### config.mk
export PLATFORM = sky130hd
export DESIGN_NAME = a0_trace
export DESIGN_NICKNAME = d
export VERILOG_FILES = /design/src/rtl/a0_trace.sv
export SDC_FILE = /design/constraint.sdc
export NUM_CORES = 1
export LEC_CHECK = 0
export CELL_PAD_IN_SITES_DETAIL_PLACEMENT = 1
export CELL_PAD_IN_SITES_GLOBAL_PLACEMENT = 2
export CORE_MARGIN = 2
export CORE_UTILIZATION = 25
export CTS_BUF_LIST = sky130_fd_sc_hd__clkbuf_16
export DETAILED_ROUTE_END_ITERATION = 12
export MAX_ROUTING_LAYER = met4
export PLACE_DENSITY = 0.46
export RECOVER_POWER = 50
export SLEW_MARGIN = 10
export SYNTH_ARGS = -nofsm -noshare
export SYNTH_HDL_FRONTEND = slang
export SYNTH_SLANG_ARGS = --single-unit
### constraint.sdc
create_clock -name clk -period 2.9 [get_ports clk]
set_input_delay 0.29 -clock clk [delete_from_list [all_inputs] [get_ports clk]]
set_output_delay 0.29 -clock clk [all_outputs]
set_load 0.02 [all_outputs]
### src/rtl/a0_trace.sv
// Trace buffer for the cpu a0 result register: every change of a0 is queued
// with a free-running timestamp and drained through a valid/ready port.
module a0_trace #(
    parameter int DATA_WIDTH = 32,
    parameter int DEPTH      = 16,
    parameter int TS_WIDTH   = 16
) (
    input  logic                       clk,
    input  logic                       rst,
    input  logic [DATA_WIDTH-1:0]      a0,
    input  logic                       en,
    output logic                       out_valid,
    input  logic                       out_ready,
    output logic [DATA_WIDTH-1:0]      out_data,
    output logic [TS_WIDTH-1:0]        out_ts,
    output logic [$clog2(DEPTH):0]     count,
    output logic                       overflow,
    output logic [7:0]                 drop_count
);

    localparam int AW = $clog2(DEPTH);
    localparam int CW = AW + 1;

    logic [DATA_WIDTH-1:0] mem_data_q [DEPTH];
    logic [TS_WIDTH-1:0]   mem_ts_q   [DEPTH];

    logic [TS_WIDTH-1:0]   ts_q,         ts_d;
    logic [DATA_WIDTH-1:0] prev_a0_q,    prev_a0_d;
    logic [AW-1:0]         wr_ptr_q,     wr_ptr_d;
    logic [AW-1:0]         rd_ptr_q,     rd_ptr_d;
    logic [CW-1:0]         count_q,      count_d;
    logic                  overflow_q,   overflow_d;
    logic [7:0]            drop_count_q, drop_count_d;

    logic chg_s;
    logic pop_s;
    logic push_s;
    logic drop_s;

    // Next-state logic: change detect, push/pop arbitration and drop accounting.
    always_comb begin
        chg_s        = en && (a0 != prev_a0_q);
        pop_s        = (count_q != {CW{1'b0}}) && out_ready;
        // A pop in the same cycle frees a slot, so a full FIFO can still accept.
        push_s       = chg_s && ((count_q < CW'(DEPTH)) || pop_s);
        drop_s       = chg_s && !push_s;

        ts_d         = ts_q + TS_WIDTH'(1);
        prev_a0_d    = a0;
        wr_ptr_d     = wr_ptr_q;
        rd_ptr_d     = rd_ptr_q;
        count_d      = count_q;
        overflow_d   = overflow_q | drop_s;
        drop_count_d = drop_count_q;

        if (push_s) begin
            wr_ptr_d = wr_ptr_q + AW'(1);
        end else begin
            wr_ptr_d = wr_ptr_q;
        end

        if (pop_s) begin
            rd_ptr_d = rd_ptr_q + AW'(1);
        end else begin
            rd_ptr_d = rd_ptr_q;
        end

        case ({push_s, pop_s})
            2'b10:   count_d = count_q + CW'(1);
            2'b01:   count_d = count_q - CW'(1);
            default: count_d = count_q;
        endcase

        if (drop_s && (drop_count_q != 8'hFF)) begin
            drop_count_d = drop_count_q + 8'd1;
        end else begin
            drop_count_d = drop_count_q;
        end
    end

    // State registers with synchronous reset.
    always_ff @(posedge clk) begin
        if (rst) begin
            ts_q         <= {TS_WIDTH{1'b0}};
            prev_a0_q    <= {DATA_WIDTH{1'b0}};
            wr_ptr_q     <= {AW{1'b0}};
            rd_ptr_q     <= {AW{1'b0}};
            count_q      <= {CW{1'b0}};
            overflow_q   <= 1'b0;
            drop_count_q <= 8'd0;
        end else begin
            ts_q         <= ts_d;
            prev_a0_q    <= prev_a0_d;
            wr_ptr_q     <= wr_ptr_d;
            rd_ptr_q     <= rd_ptr_d;
            count_q      <= count_d;
            overflow_q   <= overflow_d;
            drop_count_q <= drop_count_d;
        end
    end

    // Entry storage; contents are don't-care until written, so no reset.
    always_ff @(posedge clk) begin
        if (push_s && !rst) begin
            mem_data_q[wr_ptr_q] <= a0;
            mem_ts_q[wr_ptr_q]   <= ts_q;
        end
    end

    // Head-of-queue view, forced to zero while empty.
    always_comb begin
        out_valid = (count_q != {CW{1'b0}});
        if (out_valid) begin
            out_data = mem_data_q[rd_ptr_q];
            out_ts   = mem_ts_q[rd_ptr_q];
        end else begin
            out_data = {DATA_WIDTH{1'b0}};
            out_ts   = {TS_WIDTH{1'b0}};
        end
    end

    assign count      = count_q;
    assign overflow   = overflow_q;
    assign drop_count = drop_count_q;

endmodule

==> results of run 1 <==
==> tightest hold or removal path, cell delays in order <==
cell	delay, ns
buf_4	0.13
buf_12	0.20
nor2_1	0.12
==> layout by cell type (no fill, tap or decap), drive strengths merged, types with 15 or more instances in the layout <==
| master | netlist | routed |
|---|---|---|
| nand4 | 15 | 15 |
| clkbuf | 36 | 157 |
| clkinv | 0 | 48 |
| mux4 | 240 | 240 |
| nor2b | 83 | 83 |
| nor2 | 42 | 42 |
| edfxtp | 768 | 768 |
| inv | 8 | 36 |
| dlygate4sd3 | 0 | 30 |
| buf | 33 | 256 |
| clkdlybuf4s50 | 0 | 18 |
| xnor2 | 39 | 39 |
| dfxtp | 74 | 74 |
==> per-layer routing <==
layer / wire, µm / share of wire (%) / GRT usage, %
met1: 41300 / 45 / 18.6
met2: 46300 / 50 / 23.7
met3: 2670 / 2.9 / 2.13
met4: 1940 / 2.1 / 3.67
met5: 0 / 0 / -
==> synthesized netlist by cell type <==
cell      instances  share of area (%)
edfxtp_1        768                 71
mux4_2          240                 17
nor2b_1          83                1.6
dfxtp_1          74                4.6
nor2_1           42               0.49
xnor2_1          39                1.1
clkbuf_1         36               0.42
nand4_1          15               0.29
and3_1           13               0.25
nand3_1          13               0.20
xor2_1           13               0.35
a21oi_1          12               0.19
buf_2            12               0.19
ha_1             11               0.43
buf_4            10               0.23
buf_1             9               0.10
inv_1             8              0.093
and4_1            6               0.16
nand2_1           6              0.070
o21ai_0           5              0.078
a31o_2            4               0.11
nand2b_1          4              0.078
nor3_1            4              0.062
mux2i_1           3              0.093
or3_1             3              0.058
a21o_1            2              0.047
and2b_1           2              0.047
buf_6             2              0.070
mux2_2            2              0.070
nor4_1            2              0.039
a211oi_1          1              0.023
a21bo_2           1              0.031
a311oi_1          1              0.027
a31oi_1           1              0.019
a41oi_1           1              0.027
and2_1            1              0.019
fa_1              1              0.062
nand3b_1          1              0.023
nand4b_1          1              0.027
nor3b_1           1              0.023
nor4b_1           1              0.027
or4_1             1              0.023
==> kinds of logic (layout without fill, tap and decap cells) <==
| family | Yosys count | in the layout | synth area share [%] |
|---|---|---|---|
| xor gates and xnor gates | 52 | 52 | 1.41 |
| muxes | 245 | 245 | 16.9 |
| buffers and inverters | 77 | 555 | 1.10 |
| other | 0 | 1 | 0 |
| AOI/OAI and AO/OA | 28 | 28 | 0.547 |
| adders and majority gates | 12 | 12 | 0.488 |
| and+or+nand+nor | 199 | 199 | 3.50 |
| DFF | 842 | 842 | 76.0 |
==> flip-flops by register name (all words and copies together), names as in the netlist, named ones only <==
| name | count |
|---|---|
| overflow | 1 |
| mem_data_q | 512 |
| mem_ts_q | 256 |
| prev_a0_q | 32 |
| count | 5 |
| rd_ptr_q | 4 |
| drop_count | 8 |
| ts_q | 16 |
| wr_ptr_q | 4 |
==> worst paths after layout <==
check,startpoint,endpoint,slack [ns],cells after the start
setup / recovery,register,out_ts[5],-0.27,7
hold / removal,rst,ts_q[0],0.14,3
setup reg to reg,count[4],count[4],0.02,12
hold reg to reg,overflow,overflow,0.52,2
==> power by group <==
| group | switching, µW | total, µW | leakage, µW | internal, µW |
|---|---|---|---|---|
| sequential | 92.2 | 13500 | 0.00760 | 13400 |
| combinational | 4010 | 8170 | 0.00420 | 4170 |
| clock | 5030 | 11900 | 0.00163 | 6840 |
==> final cells by class <==
cell class / instances / area [µm²]
clock inverters: 84 / 591
fillers: 12700 / 86000
well taps: 1662 / 2080
multi-input cells: 536 / 7760
flip-flops and latches: 842 / 24600
inverters: 8 / 32.5
repair buffers: 362 / 4320
clock buffers: 101 / 2530
diodes: 1 / 2.50
==> per-stage QoR <==
stage	util (%)	worst slack, ns	total power, µW	hold WS (ns)	setup TNS (ns)
after floorplan	-	0.0568	17300	0.389	0
after global routing	32.7	-0.400	34900	0.139	-148.96
final	32.7	-0.273	33500	0.135	-56.68
after global placement	29.5	-1.23	20500	0.482	-581.02
after CTS	32.4	-0.473	33300	0.149	-14.91
after detailed placement	29.5	-1.11	20500	0.520	-529.76
==> what timing repair did <==
| action | CTS | global route |
|---|---|---|
| resized for setup | 282 | 88 |
| pin swaps | 14 | 3 |
| setup endpoints to repair | 822 | 52 |
| hold endpoints to repair | 0 | 0 |
| cloned | 6 | 7 |
| buffers inserted | 24 | 30 |
==> results.cfg, run 1 <==
[run_status]
status = complete, but fails checks
violations = negative setup slack

[die]
io_pins = 99
die_area_um2 = 132000
die_w_um = 363
initial_utilization_pct = 25.2
fp-row-count = 131
core_area_um2 = 128000
die-height_um = 363

[yosys]
ys_seq_elements = 842
ys_seq_area_share_pct = 76.0
syn_inst = 1455
syn_avg_cell_area_um2 = 22.2
yosysUniqueCellTypes = 42
synth_area_um2 = 32300
syn_nets = 1503
yosysWarnings = 0

[cts]
cts_tree = done
cts_sinks = 842
clockBufferDepth = 3
clock_latency_ns = 0.69
clk_pin_slew_worst_paths_ns = 0.06
cts_buffers = 98
cts-root-buf = clkbuf_16
cts.htree.levels = 3
cts_hold_buf = 0

[job]
cap_violations = 0

[sta]
relSlewSlack_pct = 34.3
period_needed_ns = 3.17
worst_pin_slew_ns = 0.986
slew_violations = 0
hold_viol = 0
max_clock_freq_ghz = 0.315
min_period_over_period_pct = 109
timing.clock.skew_ns = 0.0524
final-setup-viol-count = 802
rsz0062_at_grt = yes
setup_ws_ns = -0.273

[placed_design]
dp_cells = 3352
place.gp.congestion = 0.715
io_buffers = 98
placed_cell_area_um2 = 37700
hpwl_mm = 56.8

[detailed_routing]
drt_iter0_drc = 981
vias_per_cell = 4.44
wl_per_cell_um = 25.7
drc = 0
vias = 16000
drt_wl_total_mm = 92.2
dr.pass1.iters = 5
antenna_left = 0

[hold_path]
hold_class = in2reg

[setup_path]
path_class = reg2out
crit_chain = buf_12, buf_6, buf_12, mux4_2, mux4_2, nor2b_1, buf_4
worst_path_max_delay_cell = mux4_2
worst_path_dominant_cell_family = multiplexers
cpPeakStageDelay_ns = 0.53
cp_max_fo = 9
endpoint_kind = output port
worstPathArrival_ns = 2.88
required_ns = 2.61
worst_setup_path_start_kind = register
crit_buf_inv = 4

[global_routing]
grt_pass1_vias = 17500
grt_max_degree = 79
grt_pass1_wl_mm = 131
antenna_found_initial = 0
grt.total_usage_pct = 14.4
overflow = 0

[layout]
nets = 1896
syn_to_final_growth_pct = 29.7
drive_above_1_share_pct = 36.5
final_cells = 3596
final_area_um2 = 41900

[pwr]
power.leakage_uw = 0.0134
power.density_nw_per_um2 = 801
vdd_drop_max_mv = 0.571
Note: power is estimated with default switching activity, not from simulation.
==> run 2: changes to the inputs <==
- SETUP_SLACK_MARGIN: unset -> 0.4
==> run 2 against run 1 <==
  * The run still ends with negative setup slack left
  * Core utilization rose by 1.5 points
  * Via count grew 4.2%
  * Sequential power barely moved
  * Fmax down 3.7%
  * Clock skew fell by 0.010 ns
  * Die area unchanged
  * Routed wire length is 12% higher
  * Critical path type unchanged
==> results.cfg, run 2 (same netlist as run 1, synthesis figures left out) <==
[run_status]
status = complete, but fails checks
violations = negative setup slack

[hold_path]
hold_class = in2reg

[setup_path]
rrSetupSlack_ns = -0.23
r2r-start = prev_a0_q[29]
required_ns = 2.61
cpPeakStageDelay_ns = 0.50
ff2ff_path_depth = 15
crit_chain = buf_12, buf_12, buf_6, buf_4, mux4_2, mux4_2, nor2b_2, buf_4
worstPathArrival_ns = 3.00
endpoint = out_data[12]
worst_setup_path_start_kind = register
r2r_end = mem_ts_q[9][14]
worst_path_max_delay_cell = mux4_2
path_class = reg2out
endpoint_kind = output port
cp_max_fo = 7

[layout]
drive_above_1_share_pct = 39.6
top_regs = mem_data_q: 512 flops, mem_ts_q: 256 flops, prev_a0_q: 32 flops
syn_to_final_growth_pct = 35.6
layout_common_cells = edfxtp_1 (768), mux4_2 (240), buf_4 (128)
final_cells = 3682
top_register = mem_data_q
nets = 1983
fill_cells = 12500
multi_input_area_um2 = 7690
postLayoutCoreUtil_pct = 34.2
regArea_um2 = 24600
final_area_um2 = 43800
largest_register_ffs = 512
layout.cells.most_common = edfxtp_1

[pwr]
p_seq_share_pct = 41.0
power.density_nw_per_um2 = 753
vdd_drop_max_mv = 0.831
p_sw_share_pct = 26.9
p_int_uw = 24100
clockPowerShare_pct = 36.5
combPwrFrac_pct = 22.5
fin_total_pwr_uw = 33000
power.switching_uw = 8870
power.leakage_uw = 0.0142

[detailed_routing]
antenna_left = 0
dr.pass1.iters = 5
vias = 16600
wl_per_cell_um = 28.0
drt_iter0_drc = 1217
drc = 0
drt_wl_total_mm = 103
vias_per_cell = 4.52

[global_routing]
grt.total_usage_pct = 15.4
overflow = 0
grt_max_degree = 50
grt_pass1_wl_mm = 139
grt_pass1_vias = 17800
antenna_found_initial = 0

[cts]
cts-root-buf = clkbuf_16
clock_latency_ns = 0.68
clk_pin_slew_worst_paths_ns = 0.06
cts.htree.levels = 3
cts_sinks = 842
clockBufferDepth = 3
cts_tree = done
cts_buffers = 97

[die]
io_pins = 99
die-height_um = 363
core_area_um2 = 128000
die_area_um2 = 132000
initial_utilization_pct = 25.2
fp-row-count = 131
die_w_um = 363

[placed_design]
dp_cells = 3353
placed_cell_area_um2 = 37700
hpwl_mm = 55.3
io_buffers = 98
place.gp.congestion = 0.702

[sta]
setup_ws_ns = -0.395
min_period_over_period_pct = 114
slew_violations = 0
rsz0062_at_grt = yes
period_needed_ns = 3.29
max_clock_freq_ghz = 0.304
fin_tns_setup_ns = -130.43
hold_viol = 0
final-setup-viol-count = 817
timing.clock.skew_ns = 0.0422
relSlewSlack_pct = 45.1
worst_pin_slew_ns = 0.824

[job]
cap_violations = 0
run 2: cell count changes in the layout (fill, tap and decap cells not counted), moves of 8 or more:
| cell | previous run | this run |
|---|---|---|
| nor2b_4 | 23 | 4 |
| buf_4 | 87 | 128 |
| buf_8 | 8 | 16 |
| nor2b_1 | 60 | 76 |
| clkbuf_1 | 49 | 32 |
| buf_16 | 9 | 54 |
| clkbuf_16 | 107 | 126 |
run 2: repair_timing:
action,in CTS,in global routing
gates resized for setup,321,80
setup endpoints to repair,835,830
hold buffers,1,0
setup buffers,37,37
endpoints found under the hold margin,3,0
cloned,37,33
pin swaps,13,0
run 2: worst max-delay path, delay by kind of cell, from the launching register on:
| family | cells | cell delay [ns] |
|---|---|---|
| muxes | 2 | 0.98 |
| buffers and inverters | 5 | 0.74 |
| DFF | 1 | 0.40 |
| and+or+nand+nor | 1 | 0.20 |
run 2: layout make-up:
class / count / area share (%)
sequential: 842 / 56.1
multi-input combinational: 537 / 17.6
timing repair buffer: 449 / 14.3
clock buffer: 98 / 5.60
tap: 1662 / 4.75
clock inverter: 85 / 1.57
inverter: 8 / 0.0743
antenna: 1 / 0.00572
run 2: layer usage:
layer	part of all wire, %	vias up	GRT usage (%)
li1	-	7077	-
met1	43	9091	19.7
met2	50	336	25.6
met3	4.3	133	2.78
met4	1.9	0	3.03
met5	0	-	-
run 2: how the worst min path moves through the flow:
stage / start / end / slack (ns) / cells past startpoint
floorplan: a0[0] / mem_data_q[0][0] / 0.39 / 0
global placement: overflow / overflow / 0.47 / 2
detailed placement: overflow / overflow / 0.51 / 2
CTS: a0[8] / mem_data_q[14][8] / 0.29 / 2
global route: rst / drop_count[7] / 0.44 / 3
finish: rst / drop_count[7] / 0.45 / 3
run 2: power by group through the flow:
stage | Clock, µW | Combinational (µW) | Sequential [µW]
6_report | 12000 | 7410 | 13500
5_1_grt | 12800 | 7900 | 13500
3_3_place_gp | 0 | 6800 | 13800
2_1_floorplan | 0 | 3570 | 13800
3_5_place_dp | 0 | 6820 | 13800
4_1_cts | 12400 | 7220 | 13500
run 2: metrics by stage:
step | setup slack, ns | hold WS (ns)
global route | -0.513 | 0.440
finish | -0.395 | 0.454
CTS | -0.503 | 0.285
global placement | -1.38 | 0.472
floorplan | 0.330 | 0.389
detailed placement | -1.27 | 0.510
